`src/rtl/uart_tx_arbiter.sv`:
```
// Shares one UART transmitter among NUM_REQ requesters with message-granular
// round-robin arbitration, a hold timeout for stalled senders and a tx_busy watchdog.
module uart_tx_arbiter #(
  parameter int NUM_REQ      = 3,
  parameter int HOLD_TIMEOUT = 1024,
  parameter int BUSY_WAIT    = 16
) (
  input  logic                 brd_clk,
  input  logic                 brd_rst_n,
  input  logic [NUM_REQ-1:0]   req_valid,
  input  logic [8*NUM_REQ-1:0] req_data,
  input  logic [NUM_REQ-1:0]   req_last,
  output logic [NUM_REQ-1:0]   req_ready,
  output logic                 tx_start,
  output logic [7:0]           tx_data,
  input  logic                 tx_busy,
  output logic                 grant_active,
  output logic [1:0]           grant_id,
  output logic                 err_timeout
);

  localparam int HOLD_W = $clog2(HOLD_TIMEOUT + 1);
  localparam int BUSY_W = $clog2(BUSY_WAIT + 1);

  typedef enum logic [1:0] {IDLE, LOCKED, WAIT_HI, WAIT_LO} state_t;

  state_t            state_q, state_d;
  logic [1:0]        rr_ptr_q, rr_ptr_d;
  logic [1:0]        grant_id_d;
  logic              grant_active_d;
  logic [HOLD_W-1:0] hold_cnt_q, hold_cnt_d;
  logic [BUSY_W-1:0] busy_cnt_q, busy_cnt_d;
  logic              last_q, last_d;
  logic [7:0]        tx_data_q, tx_data_d;

  logic [1:0]        pick_id, scan_id, next_ptr;
  logic              pick_found;
  logic              frame_done, release_grant;
  logic [7:0]        granted_byte;

  // Circular search for the first valid requester starting at rr_ptr.
  always_comb begin
    pick_id    = rr_ptr_q;
    pick_found = 1'b0;
    scan_id    = rr_ptr_q;
    for (int k = 0; k < NUM_REQ; k++) begin
      scan_id = 2'((int'(rr_ptr_q) + k) % NUM_REQ);
      if (!pick_found && req_valid[scan_id]) begin
        pick_id    = scan_id;
        pick_found = 1'b1;
      end
    end
  end

  assign next_ptr     = (grant_id == 2'(NUM_REQ - 1)) ? 2'd0 : grant_id + 2'd1;
  assign granted_byte = req_data[{grant_id, 3'b000} +: 8];
  assign tx_data      = tx_data_d;

  always_comb begin
    // NOTE: every signal written here gets a default first, so no path can infer a latch.
    state_d        = state_q;
    rr_ptr_d       = rr_ptr_q;
    grant_id_d     = grant_id;
    grant_active_d = grant_active;
    hold_cnt_d     = hold_cnt_q;
    busy_cnt_d     = busy_cnt_q;
    last_d         = last_q;
    tx_data_d      = tx_data_q;
    req_ready      = '0;
    tx_start       = 1'b0;
    err_timeout    = 1'b0;
    frame_done     = 1'b0;
    release_grant  = 1'b0;

    unique case (state_q)
      IDLE: begin
        if (|req_valid) begin
          grant_id_d     = pick_id;
          grant_active_d = 1'b1;
          hold_cnt_d     = '0;
          state_d        = LOCKED;
        end
      end
      LOCKED: begin
        if (req_valid[grant_id]) begin
          hold_cnt_d = '0;
          if (!tx_busy) begin
            tx_start            = 1'b1;
            req_ready[grant_id] = 1'b1;
            tx_data_d           = granted_byte;
            last_d              = req_last[grant_id];
            busy_cnt_d          = '0;
            state_d             = WAIT_HI;
          end
        end else if (hold_cnt_q == HOLD_W'(HOLD_TIMEOUT - 1)) begin
          err_timeout   = 1'b1;
          release_grant = 1'b1;
        end else begin
          hold_cnt_d = hold_cnt_q + HOLD_W'(1);
        end
      end
      WAIT_HI: begin
        if (tx_busy) begin
          state_d = WAIT_LO;
        end else if (busy_cnt_q == BUSY_W'(BUSY_WAIT - 1)) begin
          // The core never started the frame; treat it as sent so the message can continue.
          err_timeout = 1'b1;
          frame_done  = 1'b1;
        end else begin
          busy_cnt_d = busy_cnt_q + BUSY_W'(1);
        end
      end
      WAIT_LO: begin
        if (!tx_busy) frame_done = 1'b1;
      end
      default: state_d = IDLE;
    endcase

    if (frame_done) begin
      if (last_q) begin
        release_grant = 1'b1;
      end else begin
        state_d    = LOCKED;
        hold_cnt_d = '0;
      end
    end

    if (release_grant) begin
      grant_active_d = 1'b0;
      rr_ptr_d       = next_ptr;
      state_d        = IDLE;
    end
  end

  // NOTE: state registers use non-blocking assignments so every flop samples pre-edge values.
  always_ff @(posedge brd_clk or negedge brd_rst_n) begin
    if (!brd_rst_n) begin
      state_q      <= IDLE;
      rr_ptr_q     <= 2'd0;
      grant_id     <= 2'd0;
      grant_active <= 1'b0;
      hold_cnt_q   <= '0;
      busy_cnt_q   <= '0;
      last_q       <= 1'b0;
      tx_data_q    <= 8'h00;
    end else begin
      state_q      <= state_d;
      rr_ptr_q     <= rr_ptr_d;
      grant_id     <= grant_id_d;
      grant_active <= grant_active_d;
      hold_cnt_q   <= hold_cnt_d;
      busy_cnt_q   <= busy_cnt_d;
      last_q       <= last_d;
      tx_data_q    <= tx_data_d;
    end
  end

endmodule

```
`config.mk`:
```
export PLATFORM = sky130hd
export DESIGN_NAME = uart_tx_arbiter
export DESIGN_NICKNAME = d
export VERILOG_FILES = /design/src/rtl/uart_tx_arbiter.sv
export SDC_FILE = /design/constraint.sdc
export NUM_CORES = 1
export LEC_CHECK = 0
export ABC_AREA = 1
export BUFFER_PORTS_ARGS = -buffer_cell sky130_fd_sc_hd__buf_2
export CORE_MARGIN = 1
export CORE_UTILIZATION = 55
export DETAILED_ROUTE_END_ITERATION = 10
export PLACE_DENSITY = 0.83
export SYNTH_ARGS = -nofsm -noshare
export SYNTH_HDL_FRONTEND = slang
export SYNTH_SLANG_ARGS = --single-unit
```
`constraint.sdc`:
```
create_clock -name brd_clk -period 6.25 [get_ports brd_clk]
set_clock_uncertainty 0.15 [all_clocks]
set_input_delay 1.875 -clock brd_clk [delete_from_list [all_inputs] [get_ports brd_clk]]
set_output_delay 1.875 -clock brd_clk [all_outputs]
set_load 0.03 [all_outputs]
```
==> results.py, run 1 <==
metrics = {
    "critical_path": {
        "required_ns": 4.22,
        "crit_top_cell": "buf_2",
        "path_max_fanout": 14,
        "cp-startpoint": "req_valid[1]",
        "reg2reg_depth": 10,
        "timing.rr.end": "hold_cnt_q[0]",
        "path_cells": "buf_2 -> nand3_1 -> nand3_4 -> nand3_2 -> nor2_1 -> nand2_1 -> o211ai_1 -> buf_2",
        "cp.arrival_ns": 3.22,
        "path_depth": 8,
        "cp_slowest_cell": "nand3_2",
        "r2r_start": "busy_cnt_q[0]",
        "slowest_delay_ns": 0.28,
        "crit_path_start_kind": "input pin",
        "cp-end-kind": "primary output",
        "crit_end": "tx_data[6]",
        "path_class": "in -> out",
        "r2r_slack_ns": 3.91,
        "cp_num_buf_inv": 2,
        "crit_family": "simple AND/OR/NAND/NOR gates",
    },
    "placed_design": {
        "placedCellCount": 411,
        "hpwl_um": 3810,
        "port_buffers": 48,
        "gp_congestion": 0.905,
    },
    "cts": {
        "cts_sinks": 32,
        "cts_max_path_buffers": 2,
        "cts_tree": "done",
        "cts_resized": 0,
        "root_buffer": "clkbuf_8",
        "htree_levels": 2,
        "cts.clk_slew.worst_paths_ns": 0.07,
        "post_cts_buffers": 0,
        "cts_made_buffers": 5,
        "clk_latency_ns": 0.29,
        "ctsHoldBuffers": 0,
    },
    "synth": {
        "synth_most_common_cell": "nand2_1",
        "synth_cell_types": 34,
        "async_flop_share_pct": 100,
        "yosys.area.top_type": "dfrtp_1",
        "synth_seq_cells": 32,
        "ys.flop_type": "dfrtp_1",
        "syn_area_per_cell_um2": 7.00,
        "synth_cells": 318,
        "synth-warning-count": 0,
        "syn_nets": 361,
        "synthTopCellsByCount": "nand2_1 (98), nand3_1 (41), inv_1 (40)",
        "ys_seq_area_share_pct": 36.0,
        "yosys-top-cells-area": "dfrtp_1 (36%), nand2_1 (17%), nand3_1 (9.2%)",
        "synth_area_mm2": 0.00223,
        "synth-edff-count": 0,
        "yosysTopAreaCellShare_pct": 36.0,
    },
    "drt": {
        "vias": 2242,
        "wl_per_cell_um": 12.2,
        "drtAntennaViolNets": 0,
        "drc": 0,
        "drt_iter0_markers": 137,
        "drt-pass1-iter-count": 4,
        "wirelength_um": 5120,
        "viasPerCell": 5.35,
    },
    "grt": {
        "grt_pass1_vias": 2121,
        "grt_max_degree": 33,
        "grt_pass1_wl_um": 9100,
        "gr-total-overflow": 0,
        "antenna_found_initial": 0,
        "grt.total_usage_pct": 27.4,
    },
    "floorplan": {
        "die_h_um": 65.6,
        "io_pins": 49,
        "die-area_mm2": 0.00431,
        "initial_core_util_pct": 59.1,
        "die_w_um": 65.6,
        "rows": 22,
        "core_area_mm2": 0.00377,
    },
    "sta": {
        "fmax_mhz": 191,
        "hold_violations": 0,
        "tightestPinTransition_ns": 0.718,
        "drv_slew": 0,
        "tns_ns": 0,
        "slew_headroom_pct": 52.1,
        "fin_crit_ns": 5.25,
        "rsz0062_at_grt": "no",
        "finalSetupViolCount": 0,
        "period_share_pct": 84.0,
    },
    "pwr": {
        "ir_worst_vdd_mv": 0.311,
        "power_density_mw_per_mm2": 457,
        "p_leak_uw": 0.00142,
    },
    "layout": {
        "instances_no_fill": 419,
        "syn_to_final_growth_pct": 17.6,
        "drive_above_1_share_pct": 19.7,
        "fin_nets": 413,
        "diodes": 0,
    },
    "status": {
        "outcome": "finished clean",
    },
    "run": {
        "drv_cap": 0,
    },
    "worst_hold_path": {
        "worstHoldPathType": "reg -> reg",
    },
}
report_power, final:
group	total, µW	internal, µW	switching (µW)
Combinational	661	213	448
Sequential	337	274	62.4
Clock	199	118	81.0
per-stage QoR:
step | setup WS (ns) | cell area [µm²] | utilization [%] | hold slack [ns] | total power [µW]
2_1_floorplan | 1.05 | 2230 | - | 0.302 | 839
3_3_place_gp | 1.07 | 2510 | 66.5 | 0.311 | 981
3_5_place_dp | 1.01 | 2510 | 66.5 | 0.313 | 993
4_1_cts | 1.00 | 2620 | 69.5 | 0.334 | 1200
5_1_grt | 0.847 | 2620 | 69.5 | 0.373 | 1300
6_report | 1.00 | 2620 | 69.5 | 0.333 | 1200
worst min-delay path by stage:
stage,endpoint,depth (start not counted),from
2_1_floorplan,busy_cnt_q[4],2,busy_cnt_q[4]
3_3_place_gp,tx_data_q[4],2,tx_data_q[4]
3_5_place_dp,tx_data_q[4],2,tx_data_q[4]
4_1_cts,tx_data_q[4],2,tx_data_q[4]
5_1_grt,tx_data_q[5],2,tx_data_q[5]
6_report,tx_data_q[5],2,tx_data_q[5]
placed cells by master, fill, tap and decap left out, types with 2 or more instances in the layout:
cell	n
nand2_2	2
nand2_1	98
or2_2	2
o21ai_0	21
buf_2	48
nand2_4	2
a21oi_1	15
dfrtp_1	32
nand4_1	4
clkbuf_8	5
inv_1	40
o31ai_1	3
nand3_2	2
inv_2	3
xor2_1	2
ha_1	10
nand3_1	41
nor3_1	3
o211ai_1	2
nor2_1	19
worst reg2reg max path: stages (launching register included):
cell	delay, ns
dfrtp_1	0.41
ha_1	0.23
and3_1	0.19
ha_1	0.17
nand2_1	0.08
inv_1	0.06
o21ai_1	0.31
nor2_1	0.15
inv_1	0.24
o21ai_0	0.15
a21oi_1	0.14
cells by family (layout without fill, tap and decap cells):
kind of cell               count (synthesis)  after routing  share of synthesized area (%)
buffers and inverters                     47            100                           8.26
and+or+nand+nor                          180            180                           37.3
adders and majority gates                 10             10                           5.62
AOI/OAI and AO/OA                         46             46                           11.7
xor gates and xnor gates                   3              3                           1.18
DFF                                       32             32                           36.0
layout make-up:
| cell class | instances | area [µm²] |
|---|---|---|
| Inverter | 44 | 165 |
| Clock inverter | 3 | 42.5 |
| Tap cell | 48 | 60.1 |
| Clock buffer | 5 | 68.8 |
| Timing Repair Buffer | 48 | 240 |
| Fill cell | 322 | 1150 |
| Sequential cell | 32 | 801 |
| Multi-Input combinational cell | 239 | 1240 |
routing by layer:
metal / up-vias / track usage [%] / share of wire, %
met5: - / 0 / 0
met4: 0 / 11.4 / 1.8
met3: 9 / 5.03 / 6.2
met2: 80 / 46.2 / 46
met1: 1012 / 34.0 / 46
li1: 1141 / - / -
state kept, by name, summed over array words and instances, names as in the netlist:
register      flops
rr_ptr_q          2
busy_cnt_q        5
last_q            1
tx_data_q         8
hold_cnt_q       11
grant_id          2
grant_active      1
state_q           2
(Power assumes the default switching activity.)
==> run 2, diff against run 1 <==
--- a/config.mk
+++ b/config.mk
@@ -5,12 +5,12 @@
 export SDC_FILE = /design/constraint.sdc
 export NUM_CORES = 1
 export LEC_CHECK = 0
-export ABC_AREA = 1
+export ABC_AREA = 0
 export BUFFER_PORTS_ARGS = -buffer_cell sky130_fd_sc_hd__buf_2
 export CORE_MARGIN = 1
-export CORE_UTILIZATION = 55
+export CORE_UTILIZATION = 54
 export DETAILED_ROUTE_END_ITERATION = 10
-export PLACE_DENSITY = 0.83
+export PLACE_DENSITY = 0.81
 export SYNTH_ARGS = -nofsm -noshare
 export SYNTH_HDL_FRONTEND = slang
 export SYNTH_SLANG_ARGS = --single-unit
==> constraint.sdc (replaced) <==
create_clock -name brd_clk -period 5.4 [get_ports brd_clk]
set_clock_uncertainty 0.15 [all_clocks]
set_input_delay 1.62 -clock brd_clk [delete_from_list [all_inputs] [get_ports brd_clk]]
set_output_delay 1.62 -clock brd_clk [all_outputs]
set_load 0.03 [all_outputs]
==> results.py, run 2 <==
metrics = {
    "pwr": {
        "power_uw": 1270,
        "ir_worst_vdd_mv": 0.329,
        "p_leak_uw": 0.00123,
        "power_density_mw_per_mm2": 492,
    },
    "sta": {
        "hold_violations": 0,
        "period_share_pct": 87.2,
        "finalSetupViolCount": 0,
        "tightestPinTransition_ns": 0.827,
        "rsz0062_at_grt": "no",
        "tns_ns": 0,
        "fin_crit_ns": 4.71,
        "drv_slew": 0,
        "slew_headroom_pct": 44.9,
        "fmax_mhz": 212,
        "setup_ws_ns": 0.692,
    },
    "drt": {
        "drc": 0,
        "viasPerCell": 5.87,
        "drt-pass1-iter-count": 4,
        "drt_iter0_markers": 142,
        "wl_per_cell_um": 14.0,
        "vias": 2077,
        "drtAntennaViolNets": 0,
        "wirelength_um": 4970,
    },
    "critical_path": {
        "required_ns": 3.63,
        "cp.arrival_ns": 2.94,
        "path_class": "in -> out",
        "cp-end-kind": "primary output",
        "path_max_fanout": 22,
        "crit_path_start_kind": "input pin",
    },
    "synth": {
        "synth_cells": 260,
        "synth_seq_cells": 32,
        "ys.flop_type": "dfrtp_1",
        "yosys-top-cells-area": "dfrtp_1 (36%), ha_1 (5.6%), nor2_1 (5.6%)",
        "yosys.area.top_type": "dfrtp_1",
        "synth_most_common_cell": "nor2_1",
        "synthTopCellsByCount": "nor2_1 (33), dfrtp_1 (32), nand2_1 (28)",
        "synth-edff-count": 0,
        "synth-warning-count": 0,
        "async_flop_share_pct": 100,
        "yosysTopAreaCellShare_pct": 36.1,
        "synth_area_mm2": 0.00222,
        "synth_cell_types": 55,
        "ys_seq_area_share_pct": 36.1,
        "syn_nets": 303,
        "syn_area_per_cell_um2": 8.54,
    },
    "placed_design": {
        "dp_worst_setup_slack_ns": 0.713,
        "hpwl_um": 3570,
        "dpl_cell_area_mm2": 0.00248,
        "port_buffers": 48,
        "gp_congestion": 0.870,
    },
    "layout": {
        "reg_top3": "hold_cnt_q: 11 flops, tx_data_q: 8 flops, busy_cnt_q: 5 flops",
        "fin_nets": 349,
        "final_cell_mix": "buf_2 (48), nor2_1 (33), dfrtp_1 (32)",
        "syn_to_final_growth_pct": 16.2,
        "final_common_cell": "buf_2",
        "drive_above_1_share_pct": 23.9,
        "final_area_mm2": 0.00258,
        "top_register": "hold_cnt_q",
        "diodes": 0,
        "largest_register_ffs": 11,
    },
    "floorplan": {
        "die_w_um": 66.1,
        "die_h_um": 66.1,
        "initial_core_util_pct": 58.4,
        "io_pins": 49,
        "core_area_mm2": 0.00380,
        "die-area_mm2": 0.00437,
        "rows": 22,
    },
    "cts": {
        "cts_made_buffers": 5,
        "cts_resized": 0,
        "clk_latency_ns": 0.29,
        "post_cts_buffers": 0,
        "cts_max_path_buffers": 2,
        "cts.clk_slew.worst_paths_ns": 0.06,
        "cts_tree": "done",
        "cts_sinks": 32,
        "htree_levels": 2,
        "ctsHoldBuffers": 0,
        "root_buffer": "clkbuf_8",
    },
    "status": {
        "outcome": "finished clean",
    },
    "grt": {
        "grt.total_usage_pct": 25.7,
        "antenna_found_initial": 0,
        "grt_pass1_vias": 1999,
        "grt_pass1_wl_um": 8580,
        "grt_max_degree": 33,
        "gr-total-overflow": 0,
    },
    "run": {
        "drv_cap": 0,
    },
    "worst_hold_path": {
        "worstHoldPathType": "reg -> reg",
    },
}
==> run 2: worst max-delay path, cell delays in order <==
cell      delay [ns]
buf_2           0.20
mux2i_4         0.11
o21ai_2         0.23
nand3b_1        0.10
buf_4           0.21
o21ai_0         0.22
buf_2           0.24
==> run 2: path summary, 6_finish.rpt <==
kind / start / to / slack (ns) / depth (start not counted)
max: req_valid[2] / tx_data[5] / 0.69 / 7
min: busy_cnt_q[4] / busy_cnt_q[4] / 0.33 / 2
max reg2reg: grant_id[1] / rr_ptr_q[1] / 2.80 / 6
min reg2reg: busy_cnt_q[4] / busy_cnt_q[4] / 0.33 / 2
max in group asynchronous: brd_rst_n / hold_cnt_q[6] / 3.39 / 1
min in group asynchronous: brd_rst_n / grant_id[1] / 1.23 / 1
==> run 2: power by group <==
part / total [µW] / internal [µW] / switching [µW]
combinational: 683 / 248 / 435
sequential: 382 / 304 / 78.4
clock: 203 / 113 / 89.4
total: 1270 / 665 / 603
==> run 2: logic make-up after synthesis <==
kind of cell    synth area share [%]
simple gates                    23.1
compound gates                  23.2
flops                           36.1
buf+inv                         4.68
mux                             6.54
fa+ha+maj                       5.64
xor+xnor                       0.789
==> run 2: final cells by class <==
class                   count  area [µm²]
flip-flops and latches     32         801
well taps                  48        60.1
multi-input cells         204        1320
fillers                   314        1220
repair buffers             51         263
inverters                  12        45.0
clock buffers               7        96.3
==> run 2: through the flow <==
stage,instances,hold WS (ns),util (%)
6_report,354,0.335,67.9
4_1_cts,354,0.339,67.9
5_1_grt,354,0.369,67.9
3_5_place_dp,347,0.322,65.4
3_3_place_gp,347,0.319,65.4
2_1_floorplan,260,0.300,-
==> run 2: routing by layer <==
metal	global-route usage, %	vias to the layer above	share of wire, %	wire length [µm]
met2	44.9	42	48	2370
met1	31.8	1003	48	2370
met4	6.91	0	0.99	49
met5	0	-	0	0
met3	5.69	7	3.6	181
li1	-	1025	-	-
